$ cat config.mk
export PLATFORM = sky130hd
export DESIGN_NAME = xor_map_sequencer
export DESIGN_NICKNAME = d
export VERILOG_FILES = /design/src/rtl/xor_map_sequencer_pkg.sv /design/src/rtl/xor_map_addr_gen.sv /design/src/rtl/xor_map_sequencer.sv
export SDC_FILE = /design/constraint.sdc
export NUM_CORES = 1
export LEC_CHECK = 0
export CAP_MARGIN = 20
export CORE_ASPECT_RATIO = 0.6
export CORE_MARGIN = 2
export CORE_UTILIZATION = 39
export DETAILED_ROUTE_END_ITERATION = 16
export HOLD_SLACK_MARGIN = 0.1
export PLACE_DENSITY = 0.87
export SKIP_LAST_GASP = 1
export SYNTH_ARGS = -nofsm -noshare
export SYNTH_HDL_FRONTEND = slang
export SYNTH_SLANG_ARGS = --single-unit
$ cat constraint.sdc
create_clock -name clk -period 2.7 [get_ports clk]
set_input_delay 0.81 -clock clk [delete_from_list [all_inputs] [get_ports clk]]
set_output_delay 0.81 -clock clk [all_outputs]
set_load 0.02 [all_outputs]
$ cat src/rtl/xor_map_sequencer_pkg.sv
// Shared sizing, state/direction enums and the command bundle for the xorMap sequencer.
package XorMapSeq_pkg;
  localparam int XMS_EV_WORDS = 64;
  localparam int XMS_ADDR_W   = $clog2(XMS_EV_WORDS);
  localparam int XMS_LEN_W    = XMS_ADDR_W + 1;

  typedef enum logic [1:0] {IDLE, RUN, DRAIN, DONE} xms_state_e;
  typedef enum logic {ASC, DESC} xms_dir_e;

  typedef struct packed {
    logic [XMS_ADDR_W-1:0] origin;
    logic [XMS_ADDR_W-1:0] modifier;
    logic [XMS_LEN_W-1:0]  length;
    logic                  cond_pass;
  } xor_map_cmd_t;

  // Walking toward the modifier side means a destination word is never re-read after it is written.
  function automatic xms_dir_e walk_dir(input logic [XMS_ADDR_W-1:0] origin,
                                        input logic [XMS_ADDR_W-1:0] modifier);
    return (modifier >= origin) ? ASC : DESC;
  endfunction
endpackage

$ cat src/rtl/xor_map_addr_gen.sv
// Per-word address walker: one index per step, read addresses now, write address one step later.
module xor_map_addr_gen
  import XorMapSeq_pkg::*;
#(
  parameter int ADDR_W = XMS_ADDR_W,
  parameter int LEN_W  = XMS_LEN_W
) (
  input  logic              clk,
  input  logic              reset,
  input  logic              load,
  input  logic              step,
  input  logic [ADDR_W-1:0] origin,
  input  logic [ADDR_W-1:0] modifier,
  input  logic [LEN_W-1:0]  length,
  input  xms_dir_e          dir,
  output logic [ADDR_W-1:0] rd_a_addr,
  output logic [ADDR_W-1:0] rd_b_addr,
  output logic [ADDR_W-1:0] wr_addr,
  output logic              last
);
  logic [ADDR_W-1:0] a_q, a_d, b_q, b_d, w_q, w_d, len_m1;
  logic [LEN_W-1:0]  cnt_q, cnt_d;
  xms_dir_e          dir_q, dir_d;

  always_comb begin
    len_m1 = ADDR_W'(length - LEN_W'(1));
    a_d    = a_q;
    b_d    = b_q;
    w_d    = w_q;
    cnt_d  = cnt_q;
    dir_d  = dir_q;
    if (load) begin
      dir_d = dir;
      cnt_d = length;
      if (dir == ASC) begin
        a_d = origin;
        b_d = modifier;
      end else begin
        a_d = origin + len_m1;
        b_d = modifier + len_m1;
      end
    end else if (step) begin
      w_d   = a_q;
      cnt_d = cnt_q - LEN_W'(1);
      if (dir_q == ASC) begin
        a_d = a_q + ADDR_W'(1);
        b_d = b_q + ADDR_W'(1);
      end else begin
        a_d = a_q - ADDR_W'(1);
        b_d = b_q - ADDR_W'(1);
      end
    end
  end

  always_ff @(posedge clk) begin
    if (reset) begin
      a_q   <= '0;
      b_q   <= '0;
      w_q   <= '0;
      cnt_q <= '0;
      dir_q <= ASC;
    end else begin
      a_q   <= a_d;
      b_q   <= b_d;
      w_q   <= w_d;
      cnt_q <= cnt_d;
      dir_q <= dir_d;
    end
  end

  assign rd_a_addr = a_q;
  assign rd_b_addr = b_q;
  assign wr_addr   = w_q;
  assign last      = (cnt_q == LEN_W'(1));
endmodule

$ cat src/rtl/xor_map_sequencer.sv
// xorMap engine: mem[origin+i] ^= mem[modifier+i], one word per cycle over a 2R/1W store port.
module xor_map_sequencer
  import XorMapSeq_pkg::*;
#(
  parameter int EV_WORDS = XMS_EV_WORDS,
  parameter int ADDR_W   = $clog2(EV_WORDS),
  parameter int LEN_W    = ADDR_W + 1
) (
  input  logic              clk,
  input  logic              reset,
  input  logic              cmd_valid,
  output logic              cmd_ready,
  input  logic [ADDR_W-1:0] cmd_origin,
  input  logic [ADDR_W-1:0] cmd_modifier,
  input  logic [LEN_W-1:0]  cmd_length,
  input  logic              cmd_cond_pass,
  output logic              rd_en,
  output logic [ADDR_W-1:0] rd_a_addr,
  output logic [ADDR_W-1:0] rd_b_addr,
  input  logic [31:0]       rd_a_data,
  input  logic [31:0]       rd_b_data,
  output logic              wr_en,
  output logic [ADDR_W-1:0] wr_addr,
  output logic [31:0]       wr_data,
  output logic              busy,
  output logic              done,
  output logic              err_range,
  output logic [LEN_W-1:0]  words_written
);
  xms_state_e       state_q, state_d;
  xor_map_cmd_t     cmd_in;
  logic [LEN_W:0]   end_a, end_b;
  logic             range_err, skip, accept, step, last;
  logic             rd_en_d, rd_en_q, wr_en_d, wr_en_q, done_d, done_q;
  logic             err_d, err_q, busy_d, busy_q, ready_d, ready_q;
  logic [LEN_W-1:0] ww_d, ww_q;

  assign cmd_in = '{origin: cmd_origin, modifier: cmd_modifier,
                    length: cmd_length, cond_pass: cmd_cond_pass};

  // One extra bit on the end sums so origin+len cannot wrap past the store.
  assign end_a     = (LEN_W+1)'(cmd_in.origin) + (LEN_W+1)'(cmd_in.length);
  assign end_b     = (LEN_W+1)'(cmd_in.modifier) + (LEN_W+1)'(cmd_in.length);
  assign range_err = (end_a > (LEN_W+1)'(EV_WORDS)) || (end_b > (LEN_W+1)'(EV_WORDS));
  assign skip      = (cmd_in.length == '0) || !cmd_in.cond_pass || range_err;
  assign accept    = (state_q == IDLE) && cmd_valid;
  assign step      = (state_q == RUN);

  always_comb begin
    state_d = state_q;
    err_d   = 1'b0;
    ww_d    = ww_q + LEN_W'(wr_en_q);
    case (state_q)
      IDLE: if (cmd_valid) begin
        ww_d = '0;
        if (skip) begin
          state_d = DONE;
          // A failed condition suppresses the instruction entirely, range error included.
          err_d   = cmd_in.cond_pass && range_err;
        end else begin
          state_d = RUN;
        end
      end
      RUN:     if (last) state_d = DRAIN;
      DRAIN:   state_d = DONE;
      DONE:    state_d = IDLE;
      default: state_d = IDLE;
    endcase
    rd_en_d = (state_d == RUN);
    wr_en_d = (state_q == RUN);
    done_d  = (state_d == DONE);
    busy_d  = (state_d != IDLE);
    ready_d = (state_d == IDLE);
  end

  always_ff @(posedge clk) begin
    if (reset) begin
      state_q <= IDLE;
      rd_en_q <= 1'b0;
      wr_en_q <= 1'b0;
      done_q  <= 1'b0;
      err_q   <= 1'b0;
      busy_q  <= 1'b0;
      ready_q <= 1'b1;
      ww_q    <= '0;
    end else begin
      state_q <= state_d;
      rd_en_q <= rd_en_d;
      wr_en_q <= wr_en_d;
      done_q  <= done_d;
      err_q   <= err_d;
      busy_q  <= busy_d;
      ready_q <= ready_d;
      ww_q    <= ww_d;
    end
  end

  xor_map_addr_gen #(.ADDR_W(ADDR_W), .LEN_W(LEN_W)) u_addr_gen (
    .clk       (clk),
    .reset     (reset),
    .load      (accept),
    .step      (step),
    .origin    (cmd_in.origin),
    .modifier  (cmd_in.modifier),
    .length    (cmd_in.length),
    .dir       (walk_dir(cmd_in.origin, cmd_in.modifier)),
    .rd_a_addr (rd_a_addr),
    .rd_b_addr (rd_b_addr),
    .wr_addr   (wr_addr),
    .last      (last)
  );

  assign cmd_ready     = ready_q;
  assign rd_en         = rd_en_q;
  assign wr_en         = wr_en_q;
  assign wr_data       = rd_a_data ^ rd_b_data;
  assign busy          = busy_q;
  assign done          = done_q;
  assign err_range     = err_q;
  assign words_written = ww_q;
endmodule

== Word-level counts from Yosys, hierarchy flattened ==
Cells that the tools add are included.
W data, S select, Z words.
Word-level totals
  word-level logic and storage cells: 68
  bits of input ports: 87
  flip-flop bits (word level): 41
Cells by class
  order comparisons: 3
  reduce and logical (&&, ||, !) cells: 13
  equality and inequality tests: 6
  $add $sub $neg: 11
  multiplexer cells: 17
  bitwise gates (word level): 5
Operator list (number)
  $mux W6: 8
  $xor A32 B32 Y32: 1
  $mux W7: 4
  $sub A6 B1 Y6 const B: 3
  $add A6 B7 Y8: 2
  $gt A8 B7 Y1 const B: 2
  $add A6 B1 Y6 const B: 2
  $add A6 B6 Y6: 2
  $pmux W2 S4: 1
  $add A7 B1 Y7: 1
  $eq A7 B1 Y1 const B: 1
  $logic_not A7 Y1: 1
  $sub A7 B1 Y7 const B: 1
  $eq A2 B2 Y1 const B: 3
  $ge A6 B6 Y1: 1
  $mux W2: 3
  $eq A2 B1 Y1 const B: 2
  $logic_not A2 Y1: 2
  $not A1 Y1: 4
  $reduce_bool A2 Y1: 2
  $reduce_or A4 Y1: 1
  $logic_or A1 B1 Y1: 3
  $logic_and A1 B1 Y1: 2
  $reduce_and A2 Y1: 1
  other kinds (2): 2

== Longest topological paths before layout ==
Gate-level depths: netlist of the first run.
  word-level depth: 8
  gate-level depth with buffers: 11

== Modules after synthesis ==
Synthesis of the first run repeated with hierarchy kept, for this count alone.
Unflattened totals
  cell total of the unflattened synthesis: 435
  area total of the unflattened synthesis: 3703.6 sq um
Modules (own cells, without submodules)
  xor_map_addr_gen: cells an instance 260, area each 2197.1 sq um, instances 1
  xor_map_sequencer: cells an instance 175, area each 1506.4 sq um, instances 1

== Worst setup path after synthesis of the first run ==
No wires, ideal clock.
  path kind: input to register
  from: input port cmd_origin[0]
  to: register done_q (netlist: done)
  setup slack: -0.159 ns
  library setup time: 0.103 ns
  arrival time: 2.756 ns
  stages: 10
  cell sequence: ha_1 inv_1 fa_1 nand2b_1 a21oi_1 xor2_1 a2111oi_2 or3_1 nor2b_1 a2111oi_2
On the way
  word-level cells in the longest chain between the ends: 8
RTL lines
  from (decl): RTL line xor_map_sequencer.sv:13  | input logic [ADDR_W-1:0] cmd_origin,
  $add A6 B7 Y8: RTL line xor_map_sequencer.sv:42  | assign end_a = (LEN_W+1)'(cmd_in.origin) + (LEN_W+1)'(cmd_in.length);
  $gt A8 B7 Y1: RTL line xor_map_sequencer.sv:44  | assign range_err = (end_a > (LEN_W+1)'(EV_WORDS)) || (end_b > (LEN_W+1)'(EV_WORDS));
  $logic_or A1 B1 Y1: RTL line xor_map_sequencer.sv:44
  $logic_or A1 B1 Y1: RTL line xor_map_sequencer.sv:45  | assign skip = (cmd_in.length == '0) || !cmd_in.cond_pass || range_err;
  $mux W2: RTL line xor_map_sequencer.sv:56  | if (skip) begin
  $mux W2: RTL line xor_map_sequencer.sv:54  | IDLE: if (cmd_valid) begin
  $pmux W2 S4: RTL line xor_map_sequencer.sv:53  | case (state_q)
  $eq A2 B2 Y1: RTL line xor_map_sequencer.sv:71  | done_d = (state_d == DONE);
  to (signal assigned): RTL line xor_map_sequencer.sv:90  | done_q <= done_d;
  to (decl): RTL line xor_map_sequencer.sv:34  | logic rd_en_d, rd_en_q, wr_en_d, wr_en_q, done_d, done_q;
Every way passes these cells.
A chain may end at the register's enable or synchronous reset.

== Worst setup path after layout of the first run ==
  from: input port cmd_length[0]
  to: register u_addr_gen.b_q[3] (netlist: u_addr_gen.rd_b_addr[3])
On the way
  word-level cells in the longest chain between the ends: 4
RTL lines
  from (decl): RTL line xor_map_sequencer.sv:15  | input logic [LEN_W-1:0] cmd_length,
  $sub A6 B1 Y6: RTL line xor_map_addr_gen.sv:26  | len_m1 = ADDR_W'(length - LEN_W'(1));
  $add A6 B6 Y6: RTL line xor_map_addr_gen.sv:40  | b_d = modifier + len_m1;
  $mux W6: RTL line xor_map_addr_gen.sv:35  | if (dir == ASC) begin
  $mux W6: RTL line xor_map_addr_gen.sv:32  | if (load) begin
  to (signal assigned): RTL line xor_map_addr_gen.sv:58  | b_q <= '0;
  to (signal assigned): RTL line xor_map_addr_gen.sv:64  | b_q <= b_d;
  to (decl): RTL line xor_map_addr_gen.sv:21  | logic [ADDR_W-1:0] a_q, a_d, b_q, b_d, w_q, w_d, len_m1;
Every way passes these cells.

==> summary.md, run 1 <==
| Metric | Value |
|---|---|
| PortBufs | `149` |
| Initial antenna violation count | `0` |
| Final Max Tran Viols | `0` |
| Metal-1 WL | `5830 um` |
| Vias in the first global route | `4,369` |
| Syn-to-layout area delta | `76.4%` |
| Req. time, crit path | `2.86 ns` |
| Die height | `78.0 um` |
| Peak supply drop | `0.344 mV` |
| Worst hold path class | `flop to flop` |
| Top Metal Used | `met4` |
| Critical R2R Capture | `u_addr_gen.rd_b_addr[5]` |
| Final HPWL DP | `9760 um` |
| Worst-Margin Slew | `0.834 ns` |
| CTS tree | `built` |
| # clock sinks | `41` |
| Minimum clock period | `2.78 ns` |
| Data arrival, critical path | `2.94 ns` |
| 1st-iter DRT viols | `415` |
| Setup TNS Final | `-0.297 ns` |
| Status | `complete, but fails checks` |
| Clock Skew | `0.00499 ns` |
| Reg2reg start | `u_addr_gen.dir_q` |
| Hold Path Depth | `2` |
| Share of layout cells above drive strength 1 | `0.253` |
| Fmax | `0.360 GHz` |
| Endpoints failing hold | `0` |
| Die area | `0.00992 sq mm` |
| Maxcap violations | `0` |
| DR vias | `4,281` |
| Mapped Nets | `570` |
| Max_slew headroom | `0.443` |
| GRT Overall Usage | `0.267` |
| Routed Antenna Nets | `0` |
| Hold EP | `u_addr_gen.wr_addr[4]` |
| Final setup fails | `7` |
| Floorplan row count | `26` |
| Initial Util | `0.409` |
| Post-synth EDFFs | `0` |
| Crit path kind | `primary input to flop` |
| Power, Total | `2.91 mW` |
| Reg2Reg Depth | `8` |
| Detailed Route WL | `14,600 um` |
| DR WL met3 | `1140 um` |
| Cts bufs inserted | `5` |
| Post-DR wirelength/cell | `19.2 um` |
| Clock root cell | `clkbuf_16` |
| Fin util | `0.722` |
| CP Capture Type | `flop` |
| Post-route DRC | `0` |
| Metal2 WL | `7030 um` |
| RePlAce Congestion | `0.923` |
| Post-Synthesis Cells | `435` |
| WHS | `0.458 ns` |
| Ant. Diodes | `0` |
| Drt pass-1 iters | `5` |
| CP Max Fanout | `3` |
| RSZ-0062 raised after global routing | `true` |
| I/O pin count | `150` |
| Hold path start | `u_addr_gen.wr_addr[4]` |
| Cell Pwr Density | `464 mW/mm^2` |
| CORE AREA | `0.00869 sq mm` |
| Fin nets | `781` |
| Synth cell types | `48` |
| Die width | `127 um` |
| Fin worst setup slack | `-0.0809 ns` |
| Syn avg cell area | `8.17 sq um` |
| Ys async rst share | `0` |
| Failing checks | `setup timing` |
| Max H-tree Level | `2` |
| Worst-skew pair later-pin latency | `0.29 ns` |
| First-pass GRT wire length | `21,200 um` |
| R2R Setup Slk | `0.32 ns` |
| GRT overflow | `0` |
| Kind of start point of the critical path | `primary input` |
| Syn Std Cell Area | `0.00356 sq mm` |
| Clock-pin transition on the worst setup and hold timing paths | `0.06 ns` |
| Register area share after synthesis | `0.231` |
| Final critical-path share of the clock period | `1.03` |
| Largest net degree at the start of global routing | `26` |
| Via/cell ratio | `5.64` |
| CTS max path bufs | `2` |
| Pleak | `2.70 nW` |
| Worst slack at placement | `-0.913 ns` |
| Synth Flop Type | `dfxtp_1` |
| FF+latch count, synth | `41` |
| Synthesis warning total | `0` |
[synth_stat cells (all sizes together), types with 3 or more instances]
| library cell | n | area (sq um) |
|---|---|---|
| nor3 | 12 | 60.1 |
| nand3 | 12 | 60.1 |
| o21bai | 3 | 22.5 |
| a2111oi | 3 | 38.8 |
| inv | 28 | 105 |
| clkbuf | 12 | 45.0 |
| nand2 | 21 | 78.8 |
| and3 | 4 | 25.0 |
| nand2b | 7 | 43.8 |
| fa | 6 | 120 |
| a311oi | 3 | 26.3 |
| o21ai | 13 | 65.1 |
| a21o | 11 | 82.6 |
| dfxtp | 41 | 821 |
| a221oi | 3 | 26.3 |
| nor4 | 6 | 37.5 |
| ha | 42 | 526 |
| nor2 | 51 | 191 |
| a21oi | 35 | 183 |
| mux2i | 3 | 30.0 |
| xor2 | 46 | 403 |
| a211oi | 24 | 180 |
| xnor2 | 17 | 149 |
| nor2b | 4 | 25.0 |
[cell families (layout without fill, tap and decap cells)]
family | count (synthesis) | count (layout) | share of synthesized area
AOI/OAI and AO/OA | 108 | 108 | 0.205
xor gates and xnor gates | 63 | 63 | 0.155
adders and majority gates | 48 | 48 | 0.182
buffers and inverters | 43 | 255 | 0.0457
DFF | 41 | 41 | 0.231
muxes | 4 | 4 | 0.0116
and+or+nand+nor | 128 | 128 | 0.170
[metal layers]
layer	global-route usage	vias to the layer above
met2	0.463	251
met3	0.0697	64
met5	0	-
met4	0.103	0
met1	0.318	2002
li1	-	1964
[layout make-up]
cell class | instances | area [sq um]
Multi-Input combinational cell | 351 | 3080
Inverter | 29 | 120
Sequential cell | 41 | 821
Tap cell | 112 | 140
Clock buffer | 6 | 139
Fill cell | 589 | 2410
Clock inverter | 2 | 13.8
Timing Repair Buffer | 218 | 1960
[layout by cell type, fill, tap and decap left out, types with 4 or more instances in the layout]
| cell | count |
|---|---|
| a211oi_1 | 18 |
| a211oi_2 | 6 |
| a21o_1 | 11 |
| a21oi_1 | 25 |
| a21oi_2 | 5 |
| a21oi_4 | 5 |
| and3_1 | 4 |
| buf_4 | 66 |
| buf_6 | 5 |
| clkbuf_16 | 5 |
| clkbuf_2 | 7 |
| clkdlybuf4s50_1 | 100 |
| dfxtp_1 | 41 |
| dlygate4sd2_1 | 34 |
| ha_1 | 25 |
| ha_4 | 16 |
| inv_1 | 23 |
| nand2_1 | 21 |
| nand2b_1 | 5 |
| nand3_1 | 11 |
| nor2_1 | 47 |
| nor3_1 | 10 |
| nor4_1 | 6 |
| o21ai_0 | 8 |
| o21ai_2 | 5 |
| xnor2_1 | 17 |
| xor2_1 | 43 |
[state kept, by name, summed over array words and instances (netlist names)]
register              cells
done                      1
u_addr_gen.rd_b_addr      6
state_q                   2
u_addr_gen.rd_a_addr      6
wr_en                     1
err_range                 1
rd_en                     1
u_addr_gen.dir_q          1
busy                      1
cmd_ready                 1
words_written             7
u_addr_gen.cnt_q          7
u_addr_gen.wr_addr        6
[critical path, cell delays in order]
cell      delay [ns]
buf_8           0.11
buf_4           0.14
buf_4           0.13
nor3_2          0.14
xor2_1          0.18
buf_4           0.16
ha_1            0.25
buf_4           0.16
a211oi_1        0.29
nor3_2          0.11
a211oi_1        0.37
nor3_1          0.11
[worst max path at each step]
stage | slack [ns] | to | from
after CTS | -0.14 | done | cmd_origin[0]
final | -0.08 | u_addr_gen.rd_b_addr[3] | cmd_length[0]
after global routing | -0.15 | u_addr_gen.rd_b_addr[5] | cmd_length[0]
after global placement | -0.74 | done | cmd_length[0]
after detailed placement | -0.91 | done | cmd_length[0]
after floorplan | -0.09 | done | cmd_origin[0]
[stage by stage]
stage	cell area, sq um	instances
after detailed placement	5600	740
after CTS	6020	758
after global routing	6270	759
final	6270	759
after floorplan	3580	435
after global placement	5600	740
[where the power goes]
part	total (mW)	switching [mW]	internal (mW)
registers	0.761	0.0830	0.678
logic	1.52	0.803	0.713
clock network	0.631	0.263	0.368
[timing repair]
| action | in CTS | in global routing |
|---|---|---|
| pin swaps | 32 | 33 |
| setup buffers | 10 | 3 |
| endpoints found under the setup margin | 48 | 17 |
| hold buffers | 0 | 0 |
| gates resized for setup | 104 | 76 |
No activity file was read; power rests on OpenSTA's default activity.
==> run 2: changes to the inputs <==
--- a/config.mk
+++ b/config.mk
@@ -5,7 +5,7 @@
 export SDC_FILE = /design/constraint.sdc
 export NUM_CORES = 1
 export LEC_CHECK = 0
-export CAP_MARGIN = 20
+export ABC_CLOCK_PERIOD_IN_PS = 2700
 export CORE_ASPECT_RATIO = 0.6
 export CORE_MARGIN = 2
 export CORE_UTILIZATION = 39
==> results of run 2 <==
No change in the layout: final DEF, timing and power equal those of run 1.
==> run 3: changes to the inputs <==
--- a/config.mk
+++ b/config.mk
@@ -5,13 +5,16 @@
 export SDC_FILE = /design/constraint.sdc
 export NUM_CORES = 1
 export LEC_CHECK = 0
+export ABC_AREA = 1
 export ABC_CLOCK_PERIOD_IN_PS = 2700
 export CORE_ASPECT_RATIO = 0.6
 export CORE_MARGIN = 2
-export CORE_UTILIZATION = 39
+export CORE_UTILIZATION = 40
+export CTS_CLUSTER_SIZE = 8
 export DETAILED_ROUTE_END_ITERATION = 16
+export GPL_ROUTABILITY_DRIVEN = 0
 export HOLD_SLACK_MARGIN = 0.1
-export PLACE_DENSITY = 0.87
+export PLACE_DENSITY = 0.88
 export SKIP_LAST_GASP = 1
 export SYNTH_ARGS = -nofsm -noshare
 export SYNTH_HDL_FRONTEND = slang
==> run 3 against run 2 <==
Net effect:
- the flow now finishes without violations
- worst setup slack improved by 0.10 ns
- sequential cell count unchanged
- die area up 1.9%
- non-clock buffer count shrank 14
- via count grew 4.5%
- first-iteration DRC count decreased by 20%
- critical endpoint is now wr_data[1]
- highest routed layer unchanged
==> summary.md, run 3 <==
| Metric | Value |
|---|---|
| Routed Antenna Nets | `0 (unchanged)` |
| 1st-iter DRT viols | `330 (-20%)` |
| Endpoints failing hold | `0 (unchanged)` |
| Cell taking the most area after synthesis | `dfxtp_1` |
| Peak supply drop | `0.330 mV (-4.0%)` |
| Top cells by area, synth | `dfxtp_1 (22%), ha_1 (14%), xor2_1 (11%)` |
| Worst-skew pair later-pin latency | `0.29 ns (about the same)` |
| Mapped Nets | `652 (+14%)` |
| Inst Count DP | `824 (+11%)` |
| Switching power | `1.25 mW (+8.5%)` |
| Crit path kind | `primary input to output port` |
| CP Capture Type | `output port` |
| Syn avg cell area | `7.20 sq um (-12%)` |
| Layout Cells excl Fill | `834 (+9.9%)` |
| Clock Skew | `0.00287 ns (-0.00212 ns)` |
| Count leader, synth | `nand2_1` |
| Cell Pwr Density | `526 mW/mm^2 (+13%)` |
| Clock-pin transition on the worst setup and hold timing paths | `0.06 ns (about the same)` |
| Req. time, crit path | `1.89 ns (-0.97 ns)` |
| Ant. Diodes | `0 (unchanged)` |
| Ys async rst share | `0 (unchanged)` |
| I/O pin count | `150 (unchanged)` |
| Status | `complete, no violations` |
| Share of layout cells above drive strength 1 | `0.143 (-0.110)` |
| Die area | `0.0101 sq mm (+1.9%)` |
| First-pass GRT wire length | `20,600 um (-2.4%)` |
| Syn-to-layout area delta | `58.7%` |
| FF/Latch Area | `821 sq um (unchanged)` |
| Initial Util | `0.408 (-0.00144)` |
| Synth cell types | `47 (-2.1%)` |
| FF+latch count, synth | `41 (unchanged)` |
| Worst slack at placement | `-0.574 ns (+0.338 ns)` |
| Data arrival, critical path | `1.87 ns (-1.07 ns)` |
| Post-synth EDFFs | `0 (unchanged)` |
| Synth Flop Type | `dfxtp_1` |
| Fmax | `0.373 GHz (+3.9%)` |
| Die width | `129 um (+0.98%)` |
| Sequential Power Share | `0.261 (about the same)` |
| Filler cell count | `718 (+22%)` |
| Cts bufs inserted | `5 (unchanged)` |
| Detailed Route WL | `13,000 um (-11%)` |
| Share of the synthesized area in the top cell type | `0.221 (-0.0102)` |
| Initial antenna violation count | `0 (unchanged)` |
| Max_slew headroom | `0.679 (+0.236)` |
| Fin nets | `853 (+9.2%)` |
| Die height | `78.7 um (+0.96%)` |
| Post-Synthesis Cells | `517 (+19%)` |
| Worst-Margin Slew | `0.481 ns (-0.353 ns)` |
| CP Max Fanout | `1 (-2)` |
| Vias in the first global route | `4,380 (+0.25%)` |
| Pleak | `2.87 nW (+6.5%)` |
| Post-CTS Hold Buffers | `0 (unchanged)` |
| Synthesis warning total | `0 (unchanged)` |
| Multi-input gate area | `0.00264 sq mm (-14%)` |
| Register area share after synthesis | `0.221 (-0.0102)` |
| Reg2Reg Depth | `9 (+1)` |
| Most frequent cells in the layout | `clkdlybuf4s50_1 (109), nand2_1 (93), inv_1 (58)` |
| CTS tree | `built` |
| Most frequent cells after synthesis | `nand2_1 (94), inv_1 (62), xor2_1 (48), ha_1 (42), dfxtp_1 (41)` |
| # clock sinks | `41 (unchanged)` |
| Final critical-path share of the clock period | `0.992 (-0.0383)` |
| Fin worst setup slack | `0.0225 ns (+0.103 ns)` |
| Maxcap violations | `0 (unchanged)` |
| Fin util | `0.648 (-0.0744)` |
| Worst hold path class | `flop to flop` |
| CP cell instances | `clkdlybuf4s50_1, xor2_1, dlygate4sd2_1` |
| CORE AREA | `0.00912 sq mm (+5.0%)` |
| PortBufs | `149 (unchanged)` |
| Clock root cell | `clkbuf_16` |
| Max H-tree Level | `2 (unchanged)` |
| Final setup fails | `0 (-7)` |
| RSZ-0062 raised after global routing | `true` |
| CP max stage delay | `0.49 ns (+0.12 ns)` |
| Sw Share | `0.402 (+0.00653)` |
| Commonest non-fill, non-tap cell in the layout | `clkdlybuf4s50_1` |
| Clock share of power | `0.222 (+0.005)` |
| DR vias | `4,473 (+4.5%)` |
| CTS max path bufs | `2 (unchanged)` |
| Slowest cell on the critical path | `clkdlybuf4s50_1` |
| Final Max Tran Viols | `0 (unchanged)` |
| Minimum clock period | `2.68 ns (-0.103 ns)` |
| Power, Total | `3.10 mW (+6.8%)` |
| Via/cell ratio | `5.36 (-4.9%)` |
| Kind of start point of the critical path | `primary input` |
| Post-DR wirelength/cell | `15.5 um (-19%)` |
| WHS | `0.498 ns (+0.0398 ns)` |
| Hold Path Depth | `2 (unchanged)` |
| Drt pass-1 iters | `6 (+1)` |
| Largest net degree at the start of global routing | `17 (-35%)` |
| Internal power | `1.86 mW (+5.6%)` |
| Final HPWL DP | `10,400 um (+7.0%)` |
| GRT overflow | `0 (unchanged)` |
| Floorplan row count | `27 (+3.8%)` |
| Syn Std Cell Area | `0.00372 sq mm (+4.6%)` |
| GRT Overall Usage | `0.255 (-0.0122)` |
| Post-route DRC | `0 (unchanged)` |
| Logic pwr share | `0.517 (-0.004)` |
[run 3: cell types whose count changed after synthesis, sizes merged, moves of 14 or more]
cell    delta
a211oi    -24
inv       +40
nand2     +82
nand3     +26
o21ai     +19
xnor2     -14
[run 3: layout make-up]
class                           instances  area share
Inverter                               70      0.0445
Clock buffer                            5      0.0212
Multi-Input combinational cell        396       0.447
Sequential cell                        41       0.139
Clock inverter                          2     0.00593
Tap cell                              116      0.0246
Timing Repair Buffer                  204       0.318
[run 3: power groups by stage]
stage | combinational, mW | sequential (mW) | clock, mW
5_1_grt | 1.75 | 0.825 | 0.710
2_1_floorplan | 0.815 | 0.896 | 0
6_report | 1.60 | 0.812 | 0.688
4_1_cts | 1.58 | 0.808 | 0.682
3_3_place_gp | 1.52 | 0.811 | 0
3_5_place_dp | 1.59 | 0.818 | 0
[run 3: kinds of logic (layout without fill, tap and decap cells)]
logic type / after synthesis / in the layout / synth area share
buffers and inverters: 80 / 281 / 0.0861
XOR/XNOR: 51 / 51 / 0.120
AND/OR/NAND/NOR: 206 / 206 / 0.265
AO/OA/AOI/OAI: 91 / 91 / 0.135
flip-flops: 41 / 41 / 0.221
adder cells (fa/ha/maj): 48 / 48 / 0.174
[run 3: path summary, 6_finish.rpt]
kind / from / to / slack [ns]
worst max-delay path: rd_a_data[1] / wr_data[1] / 0.02
worst min-delay path: u_addr_gen.wr_addr[0] / u_addr_gen.wr_addr[0] / 0.50
worst max register to register: u_addr_gen.dir_q / u_addr_gen.rd_a_addr[4] / 0.66
worst min register to register: u_addr_gen.wr_addr[0] / u_addr_gen.wr_addr[0] / 0.50
[run 3: what timing repair did]
| action | in CTS | in global routing |
|---|---|---|
| buffers inserted | 2 | 1 |
| setup endpoints to repair | 44 | 12 |
| gates resized for setup | 51 | 8 |
| pin swaps | 5 | 2 |
[run 3: worst max-delay path, delay by kind of cell]
kind | cells | cell delay, ns
buf+inv | 2 | 0.85
xor+xnor | 1 | 0.21
[run 3: metrics by stage]
step | setup TNS [ns] | area [sq um]
2_1_floorplan | 0 | 3720
3_3_place_gp | -9.40 | 5700
3_5_place_dp | -12.04 | 5700
4_1_cts | 0 | 5890
5_1_grt | -0.402 | 5910
6_report | 0 | 5910
[run 3: per-layer routing]
| layer | wire length (um) | global-route usage | share of wire |
|---|---|---|---|
| met1 | 5190 | 0.306 | 0.40 |
| met2 | 6430 | 0.457 | 0.50 |
| met3 | 1010 | 0.0553 | 0.078 |
| met4 | 344 | 0.0859 | 0.027 |
| met5 | 0 | 0 | 0 |
==> edit (settings of run 3) <==
Re-encode `xms_state_e` (4 states) as one-hot, 4 bits wide.
--- a/src/rtl/xor_map_sequencer_pkg.sv
+++ b/src/rtl/xor_map_sequencer_pkg.sv
@@ -6,3 +6,3 @@
 
-  typedef enum logic [1:0] {IDLE, RUN, DRAIN, DONE} xms_state_e;
+  typedef enum logic [3:0] {IDLE = 4'b0001, RUN = 4'b0010, DRAIN = 4'b0100, DONE = 4'b1000} xms_state_e;
   typedef enum logic {ASC, DESC} xms_dir_e;
Check against the original RTL: no difference found for any inputs over 10 cycles, from zero or initial values and one cycle with reset high; not proved beyond that.
==> edit against run 3 <==
The flow now finishes with violations (setup timing). Die area increased by 1.0%. Power increased by 6.1%. Wire length increased by 22%. Setup slack got worse by 0.14 ns. Worst hold slack got worse by 0.014 ns. Area after synthesis increased by 1.0%. Final cell count increased by 4.4%. Sequential cell count increased by 2. First-iteration DRC count increased by 83%. Cell area increased by 4.9%. Critical endpoint is now u_addr_gen.rd_a_addr[5]. Largest cell class unchanged.
==> edit: results (changes against run 3) <==
cp_slowest_stage_delay_ns: 0.36  # -0.13 ns
peakVddDrop_mv: 0.326  # -1.1%
synth_area_leaders: "dfxtp_1, ha_1, xor2_1, nand2_1, inv_1"
synth_top_cells_by_count: "nand2_1, inv_1, a21oi_1, nand3_1, dfxtp_1"
violations: "setup timing"
relSlewSlack_pct: 67.0  # -0.92 points
yosysUniqueCellTypes: 37  # -21%
seq_area_frac_synth_pct: 22.9  # +0.84 points
dr.pass1.iters: 5  # -1
drt_iter0_drc: 604  # +83%
syn_nets: 662  # +1.5%
place_area_um2: 5780  # +1.4%
grt_util_met2_pct: 45.3  # -0.43 points
crit_fanout: 4  # +3
grt_usage_pct: 28.1  # +2.6 points
grt_pass1_vias: 4694  # +7.2%
drive_gt1_share_pct: 16.9  # +2.5 points
outcome: "complete, but fails checks"
dp_hpwl_mm: 10.9  # +4.2%
p_leak_nw: 2.92  # +1.7%
grt_pass1_wl_mm: 22.6  # +9.3%
antenna_found_initial: 1  # +1
fillers: 646  # -10%
setup_viol: 4  # +4
grt_max_degree: 21  # +4
setup_ws_ns: -0.114  # -0.137 ns
crit_slowest_cell: "ha_1"
place_ws_ns: -0.607  # -0.0321 ns
## edit: cell count changes after synthesis, moves of 7 or more
cell	change
nand3_1	+7
xnor2_1	+11
a31oi_1	-10
xor2_1	-9
a21oi_1	+11
## edit: cell families (layout without fill, tap and decap cells)
group,count (synthesis),in the layout,share of synthesized area (%)
AO/OA/AOI/OAI,98,98,14.4
XOR/XNOR,53,53,12.3
adder cells (fa/ha/maj),48,48,17.2
buffers and inverters,83,295,8.98
flip-flops,43,43,22.9
other,0,1,0
AND/OR/NAND/NOR,202,203,24.2
## edit: final timing paths
check                        startpoint                       to  slack, ns  depth (start not counted)
hold / removal    u_addr_gen.wr_addr[0]    u_addr_gen.wr_addr[0]       0.48                          2
hold reg to reg   u_addr_gen.wr_addr[0]    u_addr_gen.wr_addr[0]       0.48                          2
setup / recovery          cmd_length[2]  u_addr_gen.rd_a_addr[5]      -0.11                         13
setup reg to reg       u_addr_gen.dir_q  u_addr_gen.rd_a_addr[4]       0.46                         11
## edit: power by group
group          leakage (nW)  internal (mW)  switching [mW]
Clock                0.0679          0.342           0.252
Combinational          2.50          0.802            1.03
Sequential            0.352          0.748           0.115
## edit: repair_timing
action | 4_1_cts | 5_1_grt
pin swaps | 11 | 16
gates cloned | 0 | 1
buffers inserted | 3 | 6
endpoints found under the setup margin | 43 | 11
resized for setup | 52 | 30
## edit: worst register-to-register path, cell delays in order (launching register included)
cell	delay, ns
dfxtp_1	0.63
inv_1	0.29
fa_1	0.43
inv_1	0.11
nand2_1	0.07
nand2_1	0.09
a21oi_1	0.10
xnor2_1	0.14
nand2_1	0.07
nand3_1	0.08
nand3_1	0.08
inv_1	0.05
## edit: layout make-up
class,count,share of cell area [%]
Antenna cell,1,0.0404
Clock buffer,7,2.14
Clock inverter,1,0.0808
Inverter,71,4.42
Multi-Input combinational cell,402,45.0
Sequential cell,43,13.9
Tap cell,130,2.63
Timing Repair Buffer,216,31.8
## edit: metal layers
layer	wire length (µm)	up-vias	part of all wire, %
met2	7250	344	46
met4	923	0	5.9
met3	1680	106	11
li1	-	2171	-
met1	5920	2242	38
met5	0	-	0
## edit: stage by stage
stage          utilization [%]  setup TNS (ns)  std cells
5_1_grt                   67.7          -0.585        871
6_report                  67.7          -0.210        871
2_1_floorplan                -               0        527
4_1_cts                   65.3         -0.0275        863
3_3_place_gp              63.2           -8.70        852
3_5_place_dp              63.2          -11.40        852
